File: src/rtl/sub8u_serial_inverse_pkg.sv
// Shared types and constants for the 8-bit unsigned adder family.
// Provides the serial FSM state enum, operand widths and a mod-3 adder.
package sub8u_serial_inverse_pkg;

    localparam int W_OP     = 8;
    localparam int W_SUM    = 9;
    localparam int LAST_BIT = 8;

    // One-hot so that any corrupted encoding is easy to spot.
    typedef enum logic [2:0] {
        IDLE = 3'b001,
        RUN  = 3'b010,
        DONE = 3'b100
    } state_t;

    // Sum of two residues (each 0..2), reduced back into 0..2.
    function automatic logic [1:0] mod3_add(
        input logic [1:0] x,
        input logic [1:0] y
    );
        logic [2:0] t;
        t = {1'b0, x} + {1'b0, y};
        if (t >= 3'd3) begin
            t = t - 3'd3;
        end
        return t[1:0];
    endfunction

endpackage

File: src/rtl/sub8u_serial_inverse_res3.sv
// res3_acc: 2-bit mod-3 accumulator of a bit-serial stream.
// Ports: clk, rst (async high), i_clr, i_en, i_bit, i_odd -> o_acc, o_nxt.
module res3_acc
    import sub8u_serial_inverse_pkg::*;
(
    input  logic       clk,
    input  logic       rst,
    input  logic       i_clr,
    input  logic       i_en,
    input  logic       i_bit,
    input  logic       i_odd,
    output logic [1:0] o_acc,
    output logic [1:0] o_nxt
);

    logic [1:0] r_acc;
    logic [1:0] w_add;

    // 2^i mod 3 is 1 for even i and 2 for odd i.
    always_comb begin
        w_add = 2'd0;
        if (i_bit) begin
            w_add = i_odd ? 2'd2 : 2'd1;
        end
    end

    // Next value is exposed so the owner can judge the final bit
    // on the same edge that accumulates it.
    always_comb begin
        o_nxt = r_acc;
        if (i_clr) begin
            o_nxt = 2'd0;
        end else if (i_en) begin
            o_nxt = mod3_add(r_acc, w_add);
        end
    end

    always_ff @(posedge clk or posedge rst) begin
        if (rst) begin
            r_acc <= 2'd0;
        end else begin
            r_acc <= o_nxt;
        end
    end

    assign o_acc = r_acc;

endmodule

File: src/rtl/sub8u_serial_inverse.sv
// Bit-serial A = S - B recovery with range and mod-3 residue checks.
// Ports: clk, rst, in_valid/in_ready, s[8:0], b[7:0],
//        out_valid/out_ready, a[7:0], range_err, res_err.
module sub8u_serial_inverse
    import sub8u_serial_inverse_pkg::*;
(
    input  logic               clk,
    input  logic               rst,
    input  logic               in_valid,
    output logic               in_ready,
    input  logic [W_SUM-1:0]   s,
    input  logic [W_OP-1:0]    b,
    output logic               out_valid,
    input  logic               out_ready,
    output logic [W_OP-1:0]    a,
    output logic               range_err,
    output logic               res_err
);

    state_t r_state;
    state_t w_state_nxt;

    logic [W_SUM-1:0] r_sr_s;
    logic [W_SUM-1:0] r_sr_b;
    logic [W_SUM-1:0] r_sr_d;
    logic             r_brw;
    logic [3:0]       r_cnt;
    logic             r_range_err;
    logic             r_res_err;

    logic             w_load;
    logic             w_step;
    logic             w_last;
    logic             w_s;
    logic             w_b;
    logic             w_d;
    logic             w_brw_nxt;
    logic [1:0]       w_rs;
    logic [1:0]       w_rb;
    logic [1:0]       w_rd;
    logic [1:0]       w_rs_nxt;
    logic [1:0]       w_rb_nxt;
    logic [1:0]       w_rd_nxt;
    logic [1:0]       w_lhs;
    logic [1:0]       w_rhs;

    // ---------------- FSM ----------------
    always_ff @(posedge clk or posedge rst) begin
        if (rst) begin
            r_state <= IDLE;
        end else begin
            r_state <= w_state_nxt;
        end
    end

    always_comb begin
        w_state_nxt = IDLE;
        in_ready    = 1'b0;
        out_valid   = 1'b0;
        case (r_state)
            IDLE: begin
                in_ready    = 1'b1;
                w_state_nxt = in_valid ? RUN : IDLE;
            end
            RUN: begin
                w_state_nxt = w_last ? DONE : RUN;
            end
            DONE: begin
                out_valid   = 1'b1;
                w_state_nxt = out_ready ? IDLE : DONE;
            end
            default: begin
                // Corrupted one-hot: recover through IDLE.
                w_state_nxt = IDLE;
            end
        endcase
    end

    assign w_load = (r_state == IDLE) && in_valid;
    assign w_step = (r_state == RUN);
    assign w_last = w_step && (r_cnt == 4'(LAST_BIT));

    // ---------------- serial subtractor ----------------
    assign w_s       = r_sr_s[0];
    assign w_b       = r_sr_b[0];
    assign w_d       = w_s ^ w_b ^ r_brw;
    assign w_brw_nxt = (~w_s & w_b) | (~(w_s ^ w_b) & r_brw);

    always_ff @(posedge clk or posedge rst) begin
        if (rst) begin
            r_sr_s <= '0;
            r_sr_b <= '0;
            r_sr_d <= '0;
            r_brw  <= 1'b0;
            r_cnt  <= 4'd0;
        end else if (w_load) begin
            r_sr_s <= s;
            r_sr_b <= {1'b0, b};
            r_sr_d <= '0;
            r_brw  <= 1'b0;
            r_cnt  <= 4'd0;
        end else if (w_step) begin
            r_sr_s <= {1'b0, r_sr_s[W_SUM-1:1]};
            r_sr_b <= {1'b0, r_sr_b[W_SUM-1:1]};
            r_sr_d <= {w_d, r_sr_d[W_SUM-1:1]};
            r_brw  <= w_brw_nxt;
            r_cnt  <= r_cnt + 4'd1;
        end
    end

    // ---------------- residue accumulators ----------------
    res3_acc u_rs (
        .clk   (clk),
        .rst   (rst),
        .i_clr (w_load),
        .i_en  (w_step),
        .i_bit (w_s),
        .i_odd (r_cnt[0]),
        .o_acc (w_rs),
        .o_nxt (w_rs_nxt)
    );

    res3_acc u_rb (
        .clk   (clk),
        .rst   (rst),
        .i_clr (w_load),
        .i_en  (w_step),
        .i_bit (w_b),
        .i_odd (r_cnt[0]),
        .o_acc (w_rb),
        .o_nxt (w_rb_nxt)
    );

    res3_acc u_rd (
        .clk   (clk),
        .rst   (rst),
        .i_clr (w_load),
        .i_en  (w_step),
        .i_bit (w_d),
        .i_odd (r_cnt[0]),
        .o_acc (w_rd),
        .o_nxt (w_rd_nxt)
    );

    // S - B = D - 512*brw and 512 = 2 (mod 3),
    // so D + B must match S + 2*brw modulo 3.
    assign w_lhs = mod3_add(w_rd_nxt, w_rb_nxt);
    assign w_rhs = mod3_add(w_rs_nxt, w_brw_nxt ? 2'd2 : 2'd0);

    // ---------------- flags ----------------
    always_ff @(posedge clk or posedge rst) begin
        if (rst) begin
            r_range_err <= 1'b0;
            r_res_err   <= 1'b0;
        end else if (w_load) begin
            r_range_err <= 1'b0;
            r_res_err   <= 1'b0;
        end else if (w_last) begin
            // Final borrow means S < B; D[8] means S - B > 255.
            r_range_err <= w_brw_nxt | w_d;
            r_res_err   <= (w_lhs != w_rhs);
        end
    end

    assign a         = r_sr_d[W_OP-1:0];
    assign range_err = r_range_err;
    assign res_err   = r_res_err;

endmodule
File: config.mk
export PLATFORM = sky130hd
export DESIGN_NAME = sub8u_serial_inverse
export DESIGN_NICKNAME = d
export VERILOG_FILES = /design/src/rtl/sub8u_serial_inverse_pkg.sv /design/src/rtl/sub8u_serial_inverse_res3.sv /design/src/rtl/sub8u_serial_inverse.sv
export SDC_FILE = /design/constraint.sdc
export NUM_CORES = 1
export LEC_CHECK = 0
export ABC_AREA = 0
export CORE_MARGIN = 3
export CORE_UTILIZATION = 49
export DETAILED_ROUTE_END_ITERATION = 6
export PLACE_DENSITY = 0.76
export SLEW_MARGIN = 15
export SYNTH_ARGS = -nofsm -noshare
export SYNTH_HDL_FRONTEND = slang
export SYNTH_SLANG_ARGS = --single-unit
File: constraint.sdc
create_clock -name clk -period 3.7 [get_ports clk]
set_input_delay 0.37 -clock clk [delete_from_list [all_inputs] [get_ports clk]]
set_output_delay 0.37 -clock clk [all_outputs]
set_load 0.03 [all_outputs]
After elaboration in Yosys (flattened, before gate mapping)
Cells that the tools add are included.
- bits in registers: 43
- input port bits: 21
- output and inout port bits: 12
- word-level logic and storage cells: 80
- add/sub/neg operators: 11
- order comparisons: 5
- equal/unequal tests: 5
- mux-type cells: 36
- bitwise logic cells: 8
- reduce and logical (&&, ||, !) cells: 4
- operators by type and width (operator ; count):
    $mux W9 ; 6
    $mux W2 ; 17
    $add A2 B2 Y3 ; 5
    $ge A3 B2 Y1 const B ; 5
    $sub A2 B2 Y2 const B ; 5
    $pmux W3 S3 ; 1
    $mux W1 ; 8
    $mux W4 ; 2
    $mux W3 ; 2
    $add A4 B1 Y4 const B ; 1
    $eq A4 B4 Y1 const B ; 1
    $reduce_bool A2 Y1 ; 2
    $eq A3 B1 Y1 const B ; 1
    $eq A3 B2 Y1 const B ; 1
    $eq A3 B3 Y1 const B ; 1
    $and A1 B1 Y1 ; 2
    $logic_and A1 B1 Y1 ; 2
    $ne A2 B2 Y1 ; 1
    $not A1 Y1 ; 2
    $or A1 B1 Y1 ; 2
    $xor A1 B1 Y1 ; 2

Longest topological paths before layout
Gate-level depths: netlist of run 1.
- depth after elaboration: 14
- gate-level depth with buffers: 20
- gate-level depth less buffers: 20

By module
From an unflattened synthesis of run 1, not the netlist that was laid out.
- cell total of the unflattened synthesis: 261
- area total of the unflattened synthesis: 2473.6 um2
- by module, submodules not included (module ; times used ; cells an instance ; area each (um2) ; sequential area each (um2)):
    sub8u_serial_inverse ; 1 ; 198 ; 1903.1 ; 902.1
    res3_acc ; 3 ; 21 ; 190.2 ; 50.0

Worst setup path before layout of run 1
Ideal clock, no wire load.
- path type: register to register
- from: register r_brw
- to: register r_res_err (netlist: res_err)
- setup time: 0.132 ns
- arrival: 3.926 ns
- data required time: 3.568 ns
- path slack: -0.358 ns
- cell stages (with the launch flop): 19
- buffers on the path: 0
- clock period less this slack: 4.058 ns
- cell sequence: dfrtp_1 fa_1 nor2_1 ha_1 fa_1 ha_1 nor4b_1 o21ai_0 nand2_1 ha_1 inv_1 fa_1 inv_1 ha_1 nand3b_1 a21oi_1 xnor2_1 xnor2_1 a31oi_1
- cells in the longest elaborated chain, start to end: 13
- elaborated cells between the ends (all ways): 22
- classes of those cells: add/sub: 6; order compare: 3; eq/ne: 1; mux: 9; bitwise: 3
- RTL lines (item ; RTL line ; text):
    from (decl) ; sub8u_serial_inverse.sv:26 ; logic r_brw;
    from (signal assigned) ; sub8u_serial_inverse.sv:106 ; r_brw <= w_brw_nxt;
    $xor A1 B1 Y1 * ; sub8u_serial_inverse.sv:86 ; assign w_d = w_s ^ w_b ^ r_brw;
    $mux W2 * ; sub8u_serial_inverse_res3.sv:22 ; if (i_bit) begin
    $add A2 B2 Y3 * ; sub8u_serial_inverse_pkg.sv:22 ; t = {1'b0, x} + {1'b0, y};
    $ge A3 B2 Y1 or $sub A2 B2 Y2 (tied branches) ; sub8u_serial_inverse_pkg.sv:23, sub8u_serial_inverse_pkg.sv:24 ;
    $mux W2 * ; sub8u_serial_inverse_pkg.sv:23 ; if (t >= 3'd3) begin
    $mux W2 * ; sub8u_serial_inverse_res3.sv:33 ; end else if (i_en) begin
    $mux W2 * ; sub8u_serial_inverse_res3.sv:31 ; if (i_clr) begin
    net u_rd.o_nxt[0] ; sub8u_serial_inverse_res3.sv:13 ; output logic [1:0] o_nxt
    $add A2 B2 Y3 * ; sub8u_serial_inverse_pkg.sv:22 ;
    $ge A3 B2 Y1 or $sub A2 B2 Y2 (tied branches) ; sub8u_serial_inverse_pkg.sv:23, sub8u_serial_inverse_pkg.sv:24 ;
    $mux W2 * ; sub8u_serial_inverse_pkg.sv:23 ;
    $ne A2 B2 Y1 * ; sub8u_serial_inverse.sv:161 ; r_res_err <= (w_lhs != w_rhs);
    $mux W1 * ; sub8u_serial_inverse.sv:158 ; end else if (w_last) begin
    $mux W1 * ; sub8u_serial_inverse.sv:155 ; end else if (w_load) begin
    to (signal assigned) ; sub8u_serial_inverse.sv:161 ;
    to (decl) ; sub8u_serial_inverse.sv:29 ; logic r_res_err;
The timed path passes the listed nets; every way through them passes the cells marked *. The select of a mux whose other input is x is not followed.
A chain may end at the register's enable or synchronous reset.

Worst setup path in the final report of run 1
- from: register r_sr_b[0]
- to: register r_res_err (netlist: res_err)
- cells in the longest elaborated chain, start to end: 14
- elaborated cells between the ends (all ways): 32
- classes of those cells: add/sub: 8; order compare: 4; eq/ne: 1; mux: 13; bitwise: 6
- RTL lines (item ; RTL line ; text):
    from (decl) ; sub8u_serial_inverse.sv:24 ; logic [W_SUM-1:0] r_sr_b;
    from (signal assigned) ; sub8u_serial_inverse.sv:98 ; r_sr_b <= {1'b0, b};
    from (signal assigned) ; sub8u_serial_inverse.sv:104 ; r_sr_b <= {1'b0, r_sr_b[W_SUM-1:1]};
    $xor A1 B1 Y1 * (2 in series) ; sub8u_serial_inverse.sv:86 ;
    $mux W2 * ; sub8u_serial_inverse_res3.sv:22 ;
    $add A2 B2 Y3 * ; sub8u_serial_inverse_pkg.sv:22 ;
    $ge A3 B2 Y1 or $sub A2 B2 Y2 (tied branches) ; sub8u_serial_inverse_pkg.sv:23, sub8u_serial_inverse_pkg.sv:24 ;
    $mux W2 * ; sub8u_serial_inverse_pkg.sv:23 ;
    $mux W2 * ; sub8u_serial_inverse_res3.sv:33 ;
    $mux W2 * ; sub8u_serial_inverse_res3.sv:31 ;
    net u_rd.o_nxt[0] ; sub8u_serial_inverse_res3.sv:13 ;
    $add A2 B2 Y3 * ; sub8u_serial_inverse_pkg.sv:22 ;
    $ge A3 B2 Y1 or $sub A2 B2 Y2 (tied branches) ; sub8u_serial_inverse_pkg.sv:23, sub8u_serial_inverse_pkg.sv:24 ;
    $mux W2 * ; sub8u_serial_inverse_pkg.sv:23 ;
    $ne A2 B2 Y1 * ; sub8u_serial_inverse.sv:161 ;
    $mux W1 * ; sub8u_serial_inverse.sv:158 ;
    $mux W1 * ; sub8u_serial_inverse.sv:155 ;
Marked as above.

==> impl_results.md, run 1 <==
* Average via count per standard cell at 5.43
* Cell with the biggest individual delay on the critical path: sky130_fd_sc_hd__fa_1
* Number of buffers inserted by port buffering at 32
* CTS root buffer: sky130_fd_sc_hd__clkbuf_8
* Dpl hpwl at 3.43 mm
* Fillcell total at 369
* Power per unit of standard cell area at 837 mW/mm^2
* Violations in the final reports: setup timing
* Via Count at 1813
* Sequential cell area in the final layout at 0.00105 mm^2
* Total DRC errors in the routed layout at 0
* Worst endpoint required time at 3.87 ns
* Antenna violations before repair at 0
* Type of the tightest min-delay check: reg2reg
* Type of element capturing the critical path: flip-flop
* Grt total ovfl at 0
* Clock transition time at the flip-flop clock pins of the worst setup and hold paths at 0.08 ns
* Finish-stage setup viols at 1
* Row count at 24
* Static power due to leakage at 1.36 nW
* Synth top area cells: sky130_fd_sc_hd__dfrtp_1, sky130_fd_sc_hd__nand2_1, sky130_fd_sc_hd__ha_1, sky130_fd_sc_hd__fa_1, sky130_fd_sc_hd__a22oi_1
* Via count of the first global-routing pass at 1855
* Fraction of post-synthesis cell area in the top cell type by area at 43.9%
* Number of nets still failing antenna checks after routing at 0
* Wire per inst at 15.0 um
* Cell chain of the critical path: fa_1 > nor2_2 > ha_2 > fa_1 > buf_4 > nor4b_4 > o21ai_1 > nand2_1 > ha_1 > inv_1 > fa_1 > inv_1 > ha_2 > nor3b_2 > a21oi_2 > xnor2_1 > xnor2_1 > a31oi_1
* Synthesized instance count at 244
* Multi-input gate area in the final layout at 0.00117 mm^2
* Simple logic cell fraction of the synthesized area at 20.8%
* RSZ-0062 raised after global routing: true
* Slew headroom at 43.7%
* Core region area at 0.00447 mm^2
* Die boundary height at 75.1 um
* Hold Fails Final Rpt at 0
* Area overhead of the layout relative to synthesis at 23.8%
* Most common cell after layout, fill and taps aside: sky130_fd_sc_hd__nand2_1
* Yosys warning count at 0
* Post-layout min period at 4.19 ns
* Number of DRC violations after detailed-routing iteration 0 at 116
* Peak clock frequency supported by timing at 238 MHz
* Share of the synthesized netlist area taken by xor and xnor gates at 1.87%
* Post-synthesis share of cell area spent on full adders, half adders and majority gates at 11.0%
* Skew final at 0.00528 ns
* Post-synthesis sequential element count at 42
* Transition at the pin with the smallest max-transition slack at 0.843 ns
* CTS tree: built
* Hold bufs inserted after CTS at 0
* Total number of clock tree sinks at 42
* Net total in the final layout at 319
* Slowest cell delay on critical path at 0.52 ns
* Synth Cell Area at 0.00234 mm^2
* CTS H-Tree Depth at 2
* Latest clock arrival within the worst-skew pair at 0.30 ns
* Proportion of synthesized chip area in sequential cells at 45.0%
* Critical path start-end classification: reg2reg
* Min setup slack post-route at -0.494 ns
* # diodes at 0
* Maximum number of pins on one net before global-route repair at 32
* Routability Congestion at 0.800
* Cell taking the most area after synthesis: sky130_fd_sc_hd__dfrtp_1
* Worst-path maximum fanout at 2
* Count of pins on the block boundary at 33
* Most used cells in the layout excluding fill and tap cells: sky130_fd_sc_hd__nand2_1, sky130_fd_sc_hd__dfrtp_1, sky130_fd_sc_hd__clkdlybuf4s50_1
* Pre-CTS setup slack at -0.406 ns
* Maximum Capacitance Violations at 0
* Most Frequent Cell on Critical Path: sky130_fd_sc_hd__fa_1
* Netlist cell types at 40
* GRT Resource Usage Total at 19.6%
* CP startpoint kind: flip-flop
* Initial Utilization at 52.2%
* Area fraction in compound gates after synthesis at 13.9%
* Reg2Reg Depth at 18
* Synthesized Nets at 282
* IR drop worst, VDD at 414 uV
* Average cell area after synthesis at 9.58 um^2
* Length of the first detailed-routing pass in iterations at 4
* Final clock period utilization by the worst path at 113%
* Post-synthesis mux area share at 0.428%
* Instance count along the most critical hold path at 2
* Worst endpoint data arrival time at 4.37 ns
* Layout cell share with drive strength beyond 1 at 14.5%
* Die area at 0.00563 mm^2
* First-pass GRT wire length at 8.31 mm
* Run status: finished with violations
* Number of buffers on the longest clock path at 2
* Dominant combinational cell family by area after synthesis: simple AND/OR/NAND/NOR gates
* Utilization of the core after routing at 64.7%
* TritonCTS buffer count at 5
* Horiz. Die Dim at 75.1 um
* Max-slew violation count at 0
* Total wire length after detailed routing at 4.99 mm
[cell families (layout without fill, tap and decap cells)]
logic type	Yosys count	in the layout
adders and majority gates	17	17
and+or+nand+nor	102	102
xor gates and xnor gates	5	5
DFF	42	42
AOI/OAI and AO/OA	48	48
muxes	1	1
buffers and inverters	29	67
[worst max-delay path, delay by kind of cell, from the launching register on]
kind,cells,cell delay (ns)
fa+ha+maj,6,2.01
simple gates,4,0.78
flops,1,0.41
xor+xnor,2,0.34
buf+inv,3,0.28
compound gates,3,0.24
[routing by layer]
layer  up-vias  global-route usage, %  share of wire [%]
met2        35                   31.7                 52
met1       875                   24.8                 42
met4         0                   8.89                2.5
li1        887                      -                  -
met3        16                   4.54                3.6
met5         -                      0                  0
[flip-flops by register name, indices dropped and copies added (netlist names), 2 cells and up]
signal and cells:
r_cnt 4, u_rb.o_acc 2, r_sr_d 9, r_state 3, r_sr_b 8, u_rs.o_acc 2, u_rd.o_acc 2, r_sr_s 9
[Yosys cell counts]
cell type                  count
sky130_fd_sc_hd__nor3b_1       2
sky130_fd_sc_hd__a22oi_1      14
sky130_fd_sc_hd__or2_1         1
sky130_fd_sc_hd__or4b_4        1
sky130_fd_sc_hd__nor2_1       16
sky130_fd_sc_hd__nor3_4        1
sky130_fd_sc_hd__nand4_1       1
sky130_fd_sc_hd__a21oi_1       2
sky130_fd_sc_hd__buf_2         7
sky130_fd_sc_hd__a31oi_1       1
sky130_fd_sc_hd__o21a_1        3
sky130_fd_sc_hd__nor3b_2       2
sky130_fd_sc_hd__mux2i_1       1
sky130_fd_sc_hd__dfstp_2       1
sky130_fd_sc_hd__xor2_1        2
sky130_fd_sc_hd__buf_4         8
sky130_fd_sc_hd__nand2b_1      1
sky130_fd_sc_hd__nand3b_1      2
sky130_fd_sc_hd__nor2b_1       1
sky130_fd_sc_hd__xnor2_1       3
sky130_fd_sc_hd__a21o_1        1
sky130_fd_sc_hd__nor2_4        1
sky130_fd_sc_hd__a221o_1       1
sky130_fd_sc_hd__nor3_1        4
sky130_fd_sc_hd__buf_6         2
sky130_fd_sc_hd__nand2_1      58
sky130_fd_sc_hd__nand2_2       1
sky130_fd_sc_hd__clkbuf_1      2
sky130_fd_sc_hd__o21ai_0      19
sky130_fd_sc_hd__and2_1        2
sky130_fd_sc_hd__a311oi_1      1
sky130_fd_sc_hd__o31ai_1       4
sky130_fd_sc_hd__ha_1         11
sky130_fd_sc_hd__nor4b_1       2
sky130_fd_sc_hd__inv_1        10
sky130_fd_sc_hd__o211ai_2      1
sky130_fd_sc_hd__o211a_4       1
sky130_fd_sc_hd__fa_1          6
sky130_fd_sc_hd__dfrtp_1      41
sky130_fd_sc_hd__nand3_1       6
[final timing paths]
kind	to	slack, ns	start
max reg2reg	res_err	-0.49	r_sr_b[0]
min in group asynchronous	r_sr_b[4]	0.54	rst
max	res_err	-0.49	r_sr_b[0]
max in group asynchronous	r_state[0]	2.32	rst
min	r_sr_b[5]	0.48	r_sr_b[5]
min reg2reg	r_sr_b[5]	0.48	r_sr_b[5]
[per-stage QoR]
step	instances	power (mW)	instance area [um^2]	hold WS, ns	TNS, ns
CTS	331	2.32	2850	0.484	-0.457
finish	334	2.42	2890	0.481	-0.494
global route	334	2.62	2890	0.513	-0.682
floorplan	244	1.59	2360	0.447	-0.256
detailed placement	323	1.92	2730	0.464	-0.406
global placement	323	1.87	2730	0.459	-0.270
[where the power goes]
| group | internal [mW] | switching, mW |
|---|---|---|
| clock network | 0.220 | 0.157 |
| registers | 0.610 | 0.0956 |
| logic | 0.617 | 0.723 |
| total | 1.45 | 0.976 |
[area by class of cell]
cell class / instances / share of cell area, %
clock buffer: 7 / 2.98
clock inverter: 1 / 1.04
inverter: 10 / 1.30
multi-input combinational: 173 / 40.6
sequential: 42 / 36.4
tap: 52 / 2.25
timing repair buffer: 49 / 15.5
[timing repair]
| item | in CTS | in global routing |
|---|---|---|
| resized for setup | 1 | 4 |
| setup endpoints to repair | 1 | 1 |
| setup buffers | 0 | 3 |
| pin swaps | 0 | 5 |
| cloned | 0 | 0 |
| hold endpoints to repair | 0 | 0 |
No activity file was read; power rests on OpenSTA's default activity.
==> inputs of run 2 (changes only) <==
--- a/config.mk
+++ b/config.mk
@@ -6,8 +6,10 @@
 export NUM_CORES = 1
 export LEC_CHECK = 0
 export ABC_AREA = 0
+export CORE_ASPECT_RATIO = 0.6
 export CORE_MARGIN = 3
 export CORE_UTILIZATION = 49
+export CTS_BUF_LIST = sky130_fd_sc_hd__clkbuf_16
 export DETAILED_ROUTE_END_ITERATION = 6
 export PLACE_DENSITY = 0.76
 export SLEW_MARGIN = 15
==> run 2 against run 1 <==
Against the previous run:
- the flow still finishes with violations (setup timing)
- routed wire length up 0.78%
- count of clock-buffer cells in the layout down 2
- non-clock buffer count down 3
- sequential share of layout area is 0.063 points lower
- die area grew 0.48%
- largest power group unchanged
- clock skew hardly changed
- worst setup slack gained 0.11 ns
- via count is 1.1% higher
- design area increased by 0.17%
- fmax up 2.6%
- critical path type unchanged
- sequential power grew 0.9%
- highest routed layer unchanged
==> impl_results.md, run 2 (synthesis results as in run 1) <==
* Static power due to leakage at 1.35 nW (was 1.36 nW)
* Type of element capturing the critical path: flip-flop (unchanged)
* Core region area at 0.00435 mm^2 (was 0.00447 mm^2)
* Cell with the biggest individual delay on the critical path: sky130_fd_sc_hd__fa_1 (unchanged)
* Clock transition time at the flip-flop clock pins of the worst setup and hold paths at 0.06 ns (was 0.08 ns)
* Horiz. Die Dim at 95.2 um (was 75.1 um)
* Hold Fails Final Rpt at 0 (unchanged)
* Maximum Capacitance Violations at 0 (unchanged)
* Latest clock arrival within the worst-skew pair at 0.28 ns (was 0.30 ns)
* Initial Utilization at 53.8% (was 52.2%)
* Total chip power at 2.41 mW (was 2.42 mW)
* Via count of the first global-routing pass at 1809 (was 1855)
* Post-layout min period at 4.09 ns (was 4.19 ns)
* Switching share of power at 40.3% (about the same)
* Launching instance or port of the critical path: r_sr_b[0] (unchanged)
* Total DRC errors in the routed layout at 0 (unchanged)
* Net total in the final layout at 316 (was 319)
* Switching power total at 973 uW (was 976 uW)
* Number of DRC violations after detailed-routing iteration 0 at 103 (was 116)
* Min setup slack post-route at -0.387 ns (was -0.494 ns)
* Number of buffers on the longest clock path at 2 (unchanged)
* Design internal power at 1.44 mW (was 1.45 mW)
* Worst endpoint data arrival time at 4.24 ns (was 4.37 ns)
* Slew headroom at 65.2% (was 43.7%)
* Worst-path maximum fanout at 2 (unchanged)
* Post-detailed-placement cell area at 0.00272 mm^2 (was 0.00273 mm^2)
* Dpl hpwl at 3.66 mm (was 3.43 mm)
* Violations in the final reports: setup timing (unchanged)
* Length of the first detailed-routing pass in iterations at 4 (unchanged)
* Die boundary height at 59.5 um (was 75.1 um)
* Peak clock frequency supported by timing at 245 MHz (was 238 MHz)
* Most used cells in the layout excluding fill and tap cells: sky130_fd_sc_hd__nand2_1, sky130_fd_sc_hd__dfrtp_1, sky130_fd_sc_hd__clkdlybuf4s50_1 (unchanged)
* Area of all placed cells without fillers at 0.00290 mm^2 (was 0.00289 mm^2)
* Via Count at 1833 (was 1813)
* Cell chain of the critical path: fa_1 > nor2_1 > ha_2 > fa_2 > buf_4 > nor4b_2 > o21ai_1 > nand2_1 > ha_1 > inv_1 > fa_1 > inv_1 > ha_2 > nand3b_1 > a21oi_2 > xnor2_1 > xnor2_1 > a31oi_1 (was fa_1 > nor2_2 > ha_2 > fa_1 > buf_4 > nor4b_4 > o21ai_1 > nand2_1 > ha_1 > inv_1 > fa_1 > inv_1 > ha_2 > nor3b_2 > a21oi_2 > xnor2_1 > xnor2_1 > a31oi_1)
* CP startpoint kind: flip-flop (unchanged)
* Wire per inst at 14.8 um (was 15.0 um)
* Die area at 0.00566 mm^2 (was 0.00563 mm^2)
* # diodes at 0 (unchanged)
* Registers with the most flip-flops: r_sr_d (9), r_sr_s (9), r_sr_b (8) (unchanged)
* Type of the tightest min-delay check: reg2reg (unchanged)
* First-pass GRT wire length at 8.49 mm (was 8.31 mm)
* CTS H-Tree Depth at 2 (unchanged)
* Portion of total power attributed to the clock network at 17.4% (was 15.6%)
* Routability Congestion at 0.802 (was 0.800)
* Register share of total power at 29.5% (was 29.1%)
* Row count at 18 (was 24)
* Critical path start-end classification: reg2reg (unchanged)
* Pre-CTS setup slack at -0.429 ns (was -0.406 ns)
* Transition at the pin with the smallest max-transition slack at 0.521 ns (was 0.843 ns)
* Power per unit of standard cell area at 832 mW/mm^2 (was 837 mW/mm^2)
* Logic gate share of total power at 53.1% (was 55.3%)
* Utilization of the core after routing at 66.7% (was 64.7%)
* Max-slew violation count at 0 (unchanged)
* Area overhead of the layout relative to synthesis at 24.0% (was 23.8%)
* FF-to-FF Start: r_sr_b[0] (unchanged)
* CTS root buffer: sky130_fd_sc_hd__clkbuf_16 (was sky130_fd_sc_hd__clkbuf_8)
* Total wire length after detailed routing at 5.03 mm (was 4.99 mm)
* Placed Cells at 329 (was 323)
* Grt total ovfl at 0 (unchanged)
* Average via count per standard cell at 5.41 (was 5.43)
* Finish-stage setup viols at 1 (unchanged)
* Maximum number of pins on one net before global-route repair at 43 (was 32)
* Hold bufs inserted after CTS at 0 (unchanged)
* CTS tree: built (unchanged)
* Total number of clock tree sinks at 42 (unchanged)
* Skew final at 0.00541 ns (was 0.00528 ns)
* TritonCTS buffer count at 5 (unchanged)
* Slowest cell delay on critical path at 0.51 ns (was 0.52 ns)
* Fillcell total at 338 (was 369)
* GRT Resource Usage Total at 19.7% (was 19.6%)
* Count of pins on the block boundary at 33 (unchanged)
* Run status: finished with violations (unchanged)
* RSZ-0062 raised after global routing: true (unchanged)
* Layout cell share with drive strength beyond 1 at 14.0% (was 14.5%)
* Number of buffers inserted by port buffering at 32 (unchanged)
* Number of nets still failing antenna checks after routing at 0 (unchanged)
* Non-filler cells, final at 339 (was 334)
* Worst endpoint required time at 3.85 ns (was 3.87 ns)
* Antenna violations before repair at 0 (unchanged)
* Final clock period utilization by the worst path at 110% (was 113%)
* IR drop worst, VDD at 440 uV (was 414 uV)
* Most common cell after layout, fill and taps aside: sky130_fd_sc_hd__nand2_1 (unchanged)
* Beginning of the worst hold path: r_sr_s[2] (was r_sr_b[5])
==> run 2: worst paths after layout <==
path                                 endpoint  slack, ns  depth (start not counted)
worst max-delay path                  res_err      -0.39                         18
worst min-delay path                r_sr_s[2]       0.48                          2
worst max register to register        res_err      -0.39                         18
worst min register to register      r_sr_s[2]       0.48                          2
max in group asynchronous       u_rd.o_acc[0]       2.81                          3
min in group asynchronous           r_sr_d[2]       0.52                          3
==> run 2: repair_timing <==
item | in CTS | in global routing
setup buffers | 2 | 0
resized for setup | 2 | 3
pin swaps | 2 | 4
endpoints found under the setup margin | 1 | 1
==> run 2: final cells by class <==
cell class / instances / area (um^2) / area share [%]
multi-input combinational: 173 / 1170 / 40.2
clock inverter: 3 / 17.5 / 0.604
sequential: 42 / 1050 / 36.3
clock buffer: 5 / 125 / 4.32
timing repair buffer: 46 / 425 / 14.7
tap: 60 / 75.1 / 2.59
inverter: 10 / 37.5 / 1.29
==> run 2: per-layer routing <==
layer  up-vias  wire length (um)  global-route usage (%)
li1        888                 -                       -
met1       895              2300                    26.8
met2        42              2360                    31.0
met3         8               320                    5.84
met4         0                55                    5.34
met5         -                 0                       0
==> run 2: stage by stage <==
step,hold slack [ns],TNS [ns]
4_1_cts,0.479,-0.411
3_3_place_gp,0.459,-0.293
6_report,0.478,-0.387
3_5_place_dp,0.464,-0.429
2_1_floorplan,0.447,-0.256
5_1_grt,0.490,-0.617
==> run 2: power by group through the flow <==
stage	Sequential [mW]	Clock (mW)	Combinational, mW
finish	0.711	0.420	1.28
global placement	0.709	0	1.15
floorplan	0.693	0	0.897
CTS	0.709	0.426	1.28
detailed placement	0.714	0	1.21
global route	0.730	0.447	1.43
==> run 2: critical path, delay by kind of cell, from the launching register on <==
family	cells	cell delay, ns
fa+ha+maj	6	1.99
xor+xnor	2	0.29
simple gates	4	0.70
buf+inv	3	0.28
flops	1	0.40
compound gates	3	0.32
